$ cat src/rtl/reg_write_arbiter.sv
// -----------------------------------------------------------------------------
// reg_write_arbiter
//
// Round-robin arbiter that funnels register-file write requests from
// NUM_REQ requesters onto a single registered write port. It also
// sequences changes of the active register bank so that a bank change
// never coincides with a write.
//
// Writes to the read-only addresses (RO_BASE and above: SP, SR, PC) are
// accepted so the requester is not stalled. They are then dropped, and a
// one-cycle ro_violation pulse is raised instead.
//
// Bank switching is a three-state sequence:
//   RUN    : normal arbitration.
//   DRAIN  : one idle cycle. The write registered in the last RUN cycle
//            lands on the old bank.
//   SWITCH : bank_select takes bank_next and bank_ack pulses.
//
// Ports
//   clock         in   sole clock, rising edge
//   reset         in   asynchronous, active-high reset
//   req_valid     in   [NUM_REQ]          per-requester write request
//   req_addr      in   [NUM_REQ*ADDR_W]   requester i at [i*ADDR_W +: ADDR_W]
//   req_data      in   [NUM_REQ*DATA_W]   requester i at [i*DATA_W +: DATA_W]
//   req_ready     out  [NUM_REQ]          one-hot/zero accept strobe
//   bank_req      in   level request to change the active bank
//   bank_next     in   [2]  bank to switch to, sampled at the commit edge
//   bank_ack      out  one-cycle pulse while bank_select shows the new bank
//   bank_select   out  [2]  active bank
//   write_addr    out  [ADDR_W]  register file write address
//   write_data    out  [DATA_W]  register file write data
//   write_en      out  register file write strobe
//   ro_violation  out  pulse after an accepted write to a read-only address
//   grant_id      out  [2]  requester whose write is presented
//
// grant_id is 2 bits wide, so NUM_REQ may be at most 4.
// -----------------------------------------------------------------------------
module reg_write_arbiter #(
  parameter int NUM_REQ = 3,
  parameter int DATA_W  = 16,
  parameter int ADDR_W  = 4,
  parameter int RO_BASE = 13
) (
  input  logic                        clock,
  input  logic                        reset,
  input  logic [NUM_REQ-1:0]          req_valid,
  input  logic [NUM_REQ*ADDR_W-1:0]   req_addr,
  input  logic [NUM_REQ*DATA_W-1:0]   req_data,
  output logic [NUM_REQ-1:0]          req_ready,
  input  logic                        bank_req,
  input  logic [1:0]                  bank_next,
  output logic                        bank_ack,
  output logic [1:0]                  bank_select,
  output logic [ADDR_W-1:0]           write_addr,
  output logic [DATA_W-1:0]           write_data,
  output logic                        write_en,
  output logic                        ro_violation,
  output logic [1:0]                  grant_id
);

  // If RO_BASE does not fit in the address space, no address is read-only.
  localparam bit               HAS_RO    = (RO_BASE < (1 << ADDR_W));
  localparam logic [ADDR_W-1:0] RO_BASE_A = ADDR_W'(RO_BASE);
  localparam logic [1:0]        LAST_RST  = 2'(NUM_REQ - 1);

  typedef enum logic [1:0] {
    ST_RUN    = 2'd0,
    ST_DRAIN  = 2'd1,
    ST_SWITCH = 2'd2
  } state_t;

  state_t              state_q, state_d;
  logic [1:0]          last_grant_q, last_grant_d;
  logic [1:0]          bank_select_q, bank_select_d;
  logic                bank_ack_q, bank_ack_d;
  logic                write_en_q, write_en_d;
  logic                ro_violation_q, ro_violation_d;
  logic [ADDR_W-1:0]   write_addr_q, write_addr_d;
  logic [DATA_W-1:0]   write_data_q, write_data_d;
  logic [1:0]          grant_id_q, grant_id_d;

  // Arbitration results.
  logic [1:0]          grant_idx;
  logic                grant_found;
  logic                handshake;
  logic [ADDR_W-1:0]   sel_addr;
  logic [DATA_W-1:0]   sel_data;
  logic                sel_is_ro;

  // ---------------------------------------------------------------------------
  // Round-robin search. It starts one past the last granted requester, and
  // the first valid requester found wins.
  // ---------------------------------------------------------------------------
  always_comb begin
    grant_idx   = last_grant_q;
    grant_found = 1'b0;
    for (int k = 1; k <= NUM_REQ; k++) begin
      int idx;
      idx = (int'(last_grant_q) + k) % NUM_REQ;
      if (!grant_found && req_valid[idx]) begin
        grant_found = 1'b1;
        grant_idx   = 2'(idx);
      end
    end
  end

  // Grants are offered only in RUN and only while no bank change is
  // pending. A pending bank change must see a write-free cycle first.
  always_comb begin
    req_ready = '0;
    handshake = 1'b0;
    if (state_q == ST_RUN && !bank_req && grant_found) begin
      req_ready[grant_idx] = 1'b1;
      handshake            = 1'b1;
    end
  end

  always_comb begin
    sel_addr  = req_addr[int'(grant_idx)*ADDR_W +: ADDR_W];
    sel_data  = req_data[int'(grant_idx)*DATA_W +: DATA_W];
    sel_is_ro = HAS_RO && (sel_addr >= RO_BASE_A);
  end

  // ---------------------------------------------------------------------------
  // Next-state and registered outputs.
  // ---------------------------------------------------------------------------
  always_comb begin
    state_d        = state_q;
    last_grant_d   = last_grant_q;
    bank_select_d  = bank_select_q;
    bank_ack_d     = 1'b0;
    write_en_d     = 1'b0;
    ro_violation_d = 1'b0;
    write_addr_d   = write_addr_q;
    write_data_d   = write_data_q;
    grant_id_d     = grant_id_q;

    if (handshake) begin
      last_grant_d = grant_idx;
      if (sel_is_ro) begin
        // Accepted so the requester moves on. The write is suppressed and
        // the write port keeps its last contents.
        ro_violation_d = 1'b1;
      end else begin
        write_en_d   = 1'b1;
        write_addr_d = sel_addr;
        write_data_d = sel_data;
        grant_id_d   = grant_idx;
      end
    end

    case (state_q)
      ST_RUN: begin
        if (bank_req) state_d = ST_DRAIN;
      end
      ST_DRAIN: begin
        // The bank is committed on the edge into SWITCH. Nothing is granted
        // in DRAIN, so write_en is low in the cycle the bank changes.
        state_d       = ST_SWITCH;
        bank_select_d = bank_next;
        bank_ack_d    = 1'b1;
      end
      ST_SWITCH: begin
        state_d = ST_RUN;
      end
      default: begin
        state_d = ST_RUN;
      end
    endcase
  end

  always_ff @(posedge clock or posedge reset) begin
    if (reset) begin
      state_q        <= ST_RUN;
      last_grant_q   <= LAST_RST;
      bank_select_q  <= 2'd0;
      bank_ack_q     <= 1'b0;
      write_en_q     <= 1'b0;
      ro_violation_q <= 1'b0;
      write_addr_q   <= '0;
      write_data_q   <= '0;
      grant_id_q     <= 2'd0;
    end else begin
      state_q        <= state_d;
      last_grant_q   <= last_grant_d;
      bank_select_q  <= bank_select_d;
      bank_ack_q     <= bank_ack_d;
      write_en_q     <= write_en_d;
      ro_violation_q <= ro_violation_d;
      write_addr_q   <= write_addr_d;
      write_data_q   <= write_data_d;
      grant_id_q     <= grant_id_d;
    end
  end

  assign bank_select  = bank_select_q;
  assign bank_ack     = bank_ack_q;
  assign write_en     = write_en_q;
  assign ro_violation = ro_violation_q;
  assign write_addr   = write_addr_q;
  assign write_data   = write_data_q;
  assign grant_id     = grant_id_q;

endmodule

$ cat config.mk
export PLATFORM = sky130hd
export DESIGN_NAME = reg_write_arbiter
export DESIGN_NICKNAME = d
export VERILOG_FILES = /design/src/rtl/reg_write_arbiter.sv
export SDC_FILE = /design/constraint.sdc
export NUM_CORES = 1
export LEC_CHECK = 0
export BUFFER_PORTS_ARGS = -buffer_cell sky130_fd_sc_hd__buf_2
export CORE_ASPECT_RATIO = 0.6
export CORE_MARGIN = 4
export CORE_UTILIZATION = 40
export CTS_CLUSTER_DIAMETER = 120
export CTS_CLUSTER_SIZE = 10
export DETAILED_ROUTE_END_ITERATION = 10
export PLACE_DENSITY = 0.7
export SLEW_MARGIN = 30
export SYNTH_ARGS = -nofsm -noshare
export SYNTH_HDL_FRONTEND = slang
export SYNTH_SLANG_ARGS = --single-unit
$ cat constraint.sdc
create_clock -name clock -period 3.6 [get_ports clock]
set_input_delay 0.72 -clock clock [delete_from_list [all_inputs] [get_ports clock]]
set_output_delay 0.72 -clock clock [all_outputs]
set_load 0.05 [all_outputs]
==> summary.md, run 1 <==
| Metric | Value |
|---|---|
| Status | finished clean |
| Worst skew pair latency | 0.28 ns |
| Worst r2r dst | write_addr[0] |
| Post-Synthesis Cells | 173 |
| CP Data Arrival Time | 2.77 ns |
| Final Non-Filler Cells | approximately 350 |
| Die width | 98.5 µm |
| Sequential area share after synthesis | just under 40% |
| Fin crit share | 96.8% |
| Lkg Pwr | 0.00141 µW |
| Root buf cell | clkbuf_8 |
| GRT Resource Usage Total | 16.0% |
| CP Max Fanout | 6 |
| Vias in the first global route | about 1600 |
| Layout area overhead | 36.5% |
| Reg-to-Reg Start | last_grant_q[1] |
| Overflow after GRT | 0 |
| Max-Cap Viols | 0 |
| Post-Syn Nets | 245 |
| Number of diodes | 0 |
| Final ANT Viol Nets | 0 |
| Cells after DPL | 332 |
| CTS clk-pin slew, worst paths | 0.06 ns |
| Total clock sinks | 31 |
| FP Rows | 19 |
| Post-Route WL | around 5.1 mm |
| TritonRoute pass-1 iters | 4 |
| Post-DR wirelength/cell | between 10 and 15 µm |
| Crit path required time | 2.88 ns |
| Worst R2R Path Depth | 12 |
| Initial core utilization | 42.2% |
| Peak supply drop | 0.618 mV |
| Share of cells above drive strength 1 | 53.5% |
| Crit start category | register |
| Final nets | 353 |
| Dpl hpwl | 3.93 mm |
| First-pass GRT wire length | 7.90 mm |
| Total vias in the final route | 1707 |
| Largest net degree at the start of global routing | 32 |
| Ports | around 100 |
| Hold path start | state_q[0] |
| Syn avg cell area | 11.4 µm² |
| F_max | between 200 and 300 MHz |
| Max clock buf depth | 2 |
| Synth unique cells | 38 |
| Flop-to-flop setup slack | around 0.19 ns |
| Hold Path Sink | state_q[0] |
| Setup violations, final | 0 |
| Final instance area | 2690 µm² |
| CTS tree | yes |
| Gpl congestion | 0.960 |
| Final-report max-slew violation count | 0 |
| Final TNS setup | 0 ns |
| CTS buffer count | 5 |
| DRC violations left | 0 |
| Die area | just over 6000 µm² |
| Yosys warns | 0 |
| Fin crit period | ~3.5 ns |
| H-tree levels | 2 |
| PortBufs | 97 |
| Final Hold Fails | 0 |
| Final Skew | slightly below 0.006 ns |
| Initial antenna violation count | 0 |
| Initial DRC count | 35 |
| Worst-Margin Slew | 0.468 ns |
| Core area | ~4700 µm² |
| Post-Syn Area | between 1500 and 2000 µm² |
| CTS hold repair buffers | 0 |
| Die Ht | 62.3 µm |
| Rel. slew slack | 68.7% |
| Hold depth | 1 |
| Setup CP Type | register to output pin |
| Via/cell ratio | 4.95 |
| Placed Area | 2520 µm² |
| #FFs+latches synth | 31 |
| CP Capture Type | output pin |
| Hold Path Class | register to register |
| Total power per unit cell area | 1180 nW/µm² |
[worst max-delay path, stage by stage, from the launching register on]
cell	delay [ns]
dfstp_2	0.57
inv_1	0.09
ha_2	0.23
mux2i_2	0.25
mux2i_4	0.14
or4_4	0.55
o211ai_2	0.21
buf_6	0.20
nor3_2	0.04
buf_2	0.21
[layer usage]
layer	part of all wire (%)	track usage, %	vias to the layer above
li1	-	-	839
met1	47	22.4	790
met4	0.73	4.60	0
met2	43	22.8	73
met3	9.2	6.04	5
met5	0	0	-
[logic make-up (layout without fill, tap and decap cells)]
kind of cell | Yosys count | in the layout | synth area share, %
AND/OR/NAND/NOR | 39 | 39 | 9.92
flip-flops | 31 | 31 | 39.5
multiplexers | 48 | 48 | 29.8
adder cells (fa/ha/maj) | 4 | 4 | 2.54
buffers and inverters | 15 | 124 | 5.98
AO/OA/AOI/OAI | 36 | 36 | 12.3
[cell type report]
| type | count | area, µm² |
|---|---|---|
| inverters | 5 | 18.8 |
| well taps | 63 | 78.8 |
| clock inverters | 1 | 5.00 |
| repair buffers | 111 | 614 |
| clock buffers | 7 | 76.3 |
| multi-input cells | 127 | 1110 |
| flip-flops and latches | 31 | 777 |
| fillers | 426 | 1970 |
[cells in the mapped netlist]
| cell | number | share of area [%] |
|---|---|---|
| a21o_1 | 2 | 0.76 |
| a21oi_1 | 2 | 0.51 |
| a22oi_1 | 2 | 0.76 |
| and2_1 | 1 | 0.32 |
| and3b_1 | 1 | 0.45 |
| buf_12 | 2 | 2.0 |
| buf_2 | 2 | 0.51 |
| buf_6 | 2 | 1.1 |
| buf_8 | 1 | 0.76 |
| clkbuf_1 | 3 | 0.57 |
| dfrtp_1 | 30 | 38 |
| dfstp_2 | 1 | 1.3 |
| ha_1 | 4 | 2.5 |
| inv_1 | 5 | 0.95 |
| mux2_1 | 3 | 1.7 |
| mux2_2 | 2 | 1.1 |
| mux2_4 | 19 | 15 |
| mux2i_1 | 23 | 12 |
| mux2i_2 | 1 | 0.70 |
| nand2_1 | 19 | 3.6 |
| nand2b_1 | 2 | 0.64 |
| nand3_1 | 1 | 0.25 |
| nand3b_1 | 1 | 0.38 |
| nor2_1 | 3 | 0.57 |
| nor2b_1 | 5 | 1.6 |
| nor3_1 | 2 | 0.51 |
| nor3b_1 | 1 | 0.38 |
| o211ai_1 | 1 | 0.38 |
| o211ai_2 | 3 | 1.9 |
| o21ai_0 | 18 | 4.6 |
| o21ai_1 | 1 | 0.25 |
| o221a_2 | 1 | 0.57 |
| o22ai_1 | 1 | 0.32 |
| o2bb2ai_1 | 4 | 1.8 |
| o41ai_1 | 1 | 0.45 |
| or2_1 | 1 | 0.32 |
| or3_1 | 1 | 0.32 |
| or4_4 | 1 | 0.57 |
[worst max-delay path by stage]
stage / to / start / slack, ns
after global placement: write_data[1] / last_grant_q[0] / 0.19
after floorplan: req_ready[2] / last_grant_q[1] / 0.18
after CTS: req_ready[0] / last_grant_q[0] / 0.01
final: req_ready[0] / last_grant_q[1] / 0.11
after detailed placement: write_addr[0] / last_grant_q[1] / 0.19
after global routing: req_ready[1] / last_grant_q[1] / -0.02
[timing repair]
item | 4_1_cts | 5_1_grt
endpoints found under the setup margin | 1 | 25
resized for setup | 1 | 9
setup buffers | 0 | 5
[where the power goes]
| group | switching [µW] | internal [µW] |
|---|---|---|
| registers | 89.6 | 512 |
| logic | 1340 | 965 |
| clock network | 121 | 135 |
[metrics by stage]
step                setup WS [ns]  total power [µW]  hold WS (ns)  utilization (%)
floorplan                   0.183              2340         0.438                -
global route              -0.0244              3370         0.512             57.6
detailed placement          0.189              2750         0.466             54.0
CTS                        0.0129              3030         0.477             55.9
global placement            0.192              2720         0.454             54.0
finish                      0.114              3170         0.470             57.6
[sequential cells by signal, indices dropped and copies added, names as in the netlist]
signal / cells
write_addr: 4
last_grant_q: 2
write_en: 1
bank_select: 2
bank_ack: 1
state_q: 2
write_data: 16
grant_id: 2
ro_violation: 1
[cell usage in the layout, fill, tap and decap left out, drive strengths merged]
cell,instances
nand3,1
nor3,2
o22ai,1
a21o,2
inv,5
o21ai,19
nand2,19
buf,111
mux2,24
o41ai,1
a22oi,2
ha,4
and3b,1
mux2i,24
nor2b,5
nor2,3
dfrtp,30
o2bb2ai,4
clkbuf,7
a21oi,2
or3,1
or2,1
o211ai,4
and2,1
dfstp,1
nor3b,1
or4,1
nand3b,1
nand2b,2
clkinv,1
o221a,1
Power figures use the tool's default switching activity.
==> inputs of run 2 (changes only) <==
==> constraint.sdc (replaced) <==
create_clock -name clock -period 3.6 [get_ports clock]
set_input_delay 0.18 -clock clock [delete_from_list [all_inputs] [get_ports clock]]
set_output_delay 0.18 -clock clock [all_outputs]
set_load 0.05 [all_outputs]
==> run 2 against run 1 <==
Sequential power fell by 0.8%. Via count decreased by 2.2%. Register-to-register slack improved by 0.03 ns. Core utilization is 0.054 points higher. First-iteration DRC count up 5.7%. Worst hold slack lost 0.33 ns. Combinational power decreased by 4%. Sequential share of layout area hardly changed. Critical path depth increased by 3. Critical path type is now register to register. Critical endpoint is now write_data[3]. Highest routed layer unchanged.
==> summary.md, run 2 (synthesis results as in run 1) <==
| Metric | Value |
|---|---|
| Filler cells | about 420 |
| Die area | about 6100 µm² |
| Setup CP Type | register to register |
| Final nets | 353 |
| CTS tree | yes |
| Setup slack after layout | 0.215 ns |
| Crit path required time | 3.76 ns |
| Placed Area | approximately 2500 µm² |
| Peak supply drop | roughly 0.67 mV |
| Initial core utilization | 42.2% |
| Largest register FFs | 16 |
| Overflow after GRT | 0 |
| CP Max Fanout | 17 |
| Final-report max-slew violation count | 0 |
| Crit start category | register |
| CTS buffer count | 5 |
| Die width | 98.5 µm |
| Met3 usage | 5.59% |
| GRT busiest layer | met1 |
| Slowest cell delay on critical path | 0.54 ns |
| Setup slack after placement | -0.0266 ns |
| Met1 GRT Util | 22.7% |
| Commonest cells after routing, fill and taps aside | buf_2, dfrtp_1, mux2i_1 |
| PortBufs | 97 |
| Commonest non-fill, non-tap cell in the layout | buf_2 |
| Max clock buf depth | 2 |
| Final Skew | 0.00516 ns |
| Number of diodes | 0 |
| Lkg Pwr | 0.00141 µW |
| Final TNS setup | 0 ns |
| WP buf/inv | 2 |
| Die Ht | between 60 and 70 µm |
| Hold Path Class | input pin to register |
| Total clock sinks | 31 |
| Max-Cap Viols | 0 |
| Total vias in the final route | 1669 |
| Via/cell ratio | 4.84 |
| DRC violations left | 0 |
| Ports | 98 |
| H-tree levels | 2 |
| Initial DRC count | 37 |
| Final instance area | approximately 2700 µm² |
| Hold slack | 0.141 ns |
| Status | finished clean |
| Initial antenna violation count | 0 |
| Setup violations, final | 0 |
| Worst skew pair latency | 0.28 ns |
| CTS clk-pin slew, worst paths | roughly 0.070 ns |
| CP Data Arrival Time | 3.55 ns |
| CP Capture Type | register |
| Core area | 4660 µm² |
| F_max | 295 MHz |
| Share of cells above drive strength 1 | 52.8% |
| Worst-Margin Slew | 0.366 ns |
| Slowest library cell on the worst path | or4_4 |
| M2 GR Usage | 21.4% |
| FP Rows | 19 |
| Fin crit period | 3.38 ns |
| CP cell instances | inv_1 > ha_2 > mux2i_2 > o22ai_1 > or4_4 > o211ai_4 > mux2i_1 > o2bb2ai_1 > o211ai_1 > nand2b_1 > buf_12 > mux2_1 |
| Layout area overhead | 36.6% |
| Post-Route WL | 4.97 mm |
| TritonRoute pass-1 iters | 4 |
| Rel. slew slack | roughly 75% |
| GRT Resource Usage Total | 15.6% |
| Vias in the first global route | 1586 |
| Total power | around 3200 µW |
| Final Hold Fails | 0 |
| Total power per unit cell area | 1180 nW/µm² |
| Gpl congestion | 0.898 |
| Fin crit share | 94.0% |
| Root buf cell | clkbuf_8 |
| Post-DR wirelength/cell | ~14 µm |
| Dpl hpwl | 3.86 mm |
| Final ANT Viol Nets | 0 |
| Top cell family by delay on the critical path | multiplexers |
| First-pass GRT wire length | 7.69 mm |
| Largest net degree at the start of global routing | 32 |
## run 2: timing repair
| item | 4_1_cts | 5_1_grt |
|---|---|---|
| endpoints found under the setup margin | 14 | 22 |
| pin swaps | 0 | 1 |
| hold endpoints to repair | 30 | 0 |
| hold buffers | 1 | 0 |
| setup buffers | 0 | 3 |
| resized for setup | 1 | 3 |
## run 2: power breakdown
group,total [µW],leakage (µW),internal [µW],switching (µW)
sequential,596,0.000381,511,84.9
clock,350,0.0000612,224,126
combinational,2220,0.000971,896,1320
total,3160,0.00141,1630,1530
## run 2: metal layers
metal / vias up / share of wire [%] / wire (µm)
met4: 0 / 0.72 / 36
met3: 5 / 9.6 / 476
met5: - / 0 / 0
met1: 747 / 48 / 2400
met2: 78 / 41 / 2050
li1: 839 / - / -
## run 2: per-stage QoR
step | util [%] | std cells
CTS | 57.0 | 342
global placement | 54.1 | 333
finish | 57.7 | 345
detailed placement | 54.1 | 333
global route | 57.7 | 345
floorplan | - | 173
## run 2: path summary, 6_finish.rpt
path	endpoint	from	slack (ns)	cells past startpoint
setup / recovery	write_data[3]	last_grant_q[0]	0.22	12
hold / removal	bank_select[1]	bank_next[1]	0.14	2
setup reg to reg	write_data[3]	last_grant_q[0]	0.22	12
hold reg to reg	state_q[0]	state_q[0]	0.47	1
max in group asynchronous	last_grant_q[1]	reset	2.77	4
min in group asynchronous	write_data[7]	reset	0.52	4
## run 2: final cells by class
class                   count  area [µm²]  share of cell area (%)
multi-input cells         127        1090                    40.5
repair buffers            111         606                    22.5
clock buffers               6        82.6                    3.07
inverters                   5        18.8                   0.698
clock inverters             2        35.0                    1.30
well taps                  63        78.8                    2.93
flip-flops and latches     31         777                    28.9
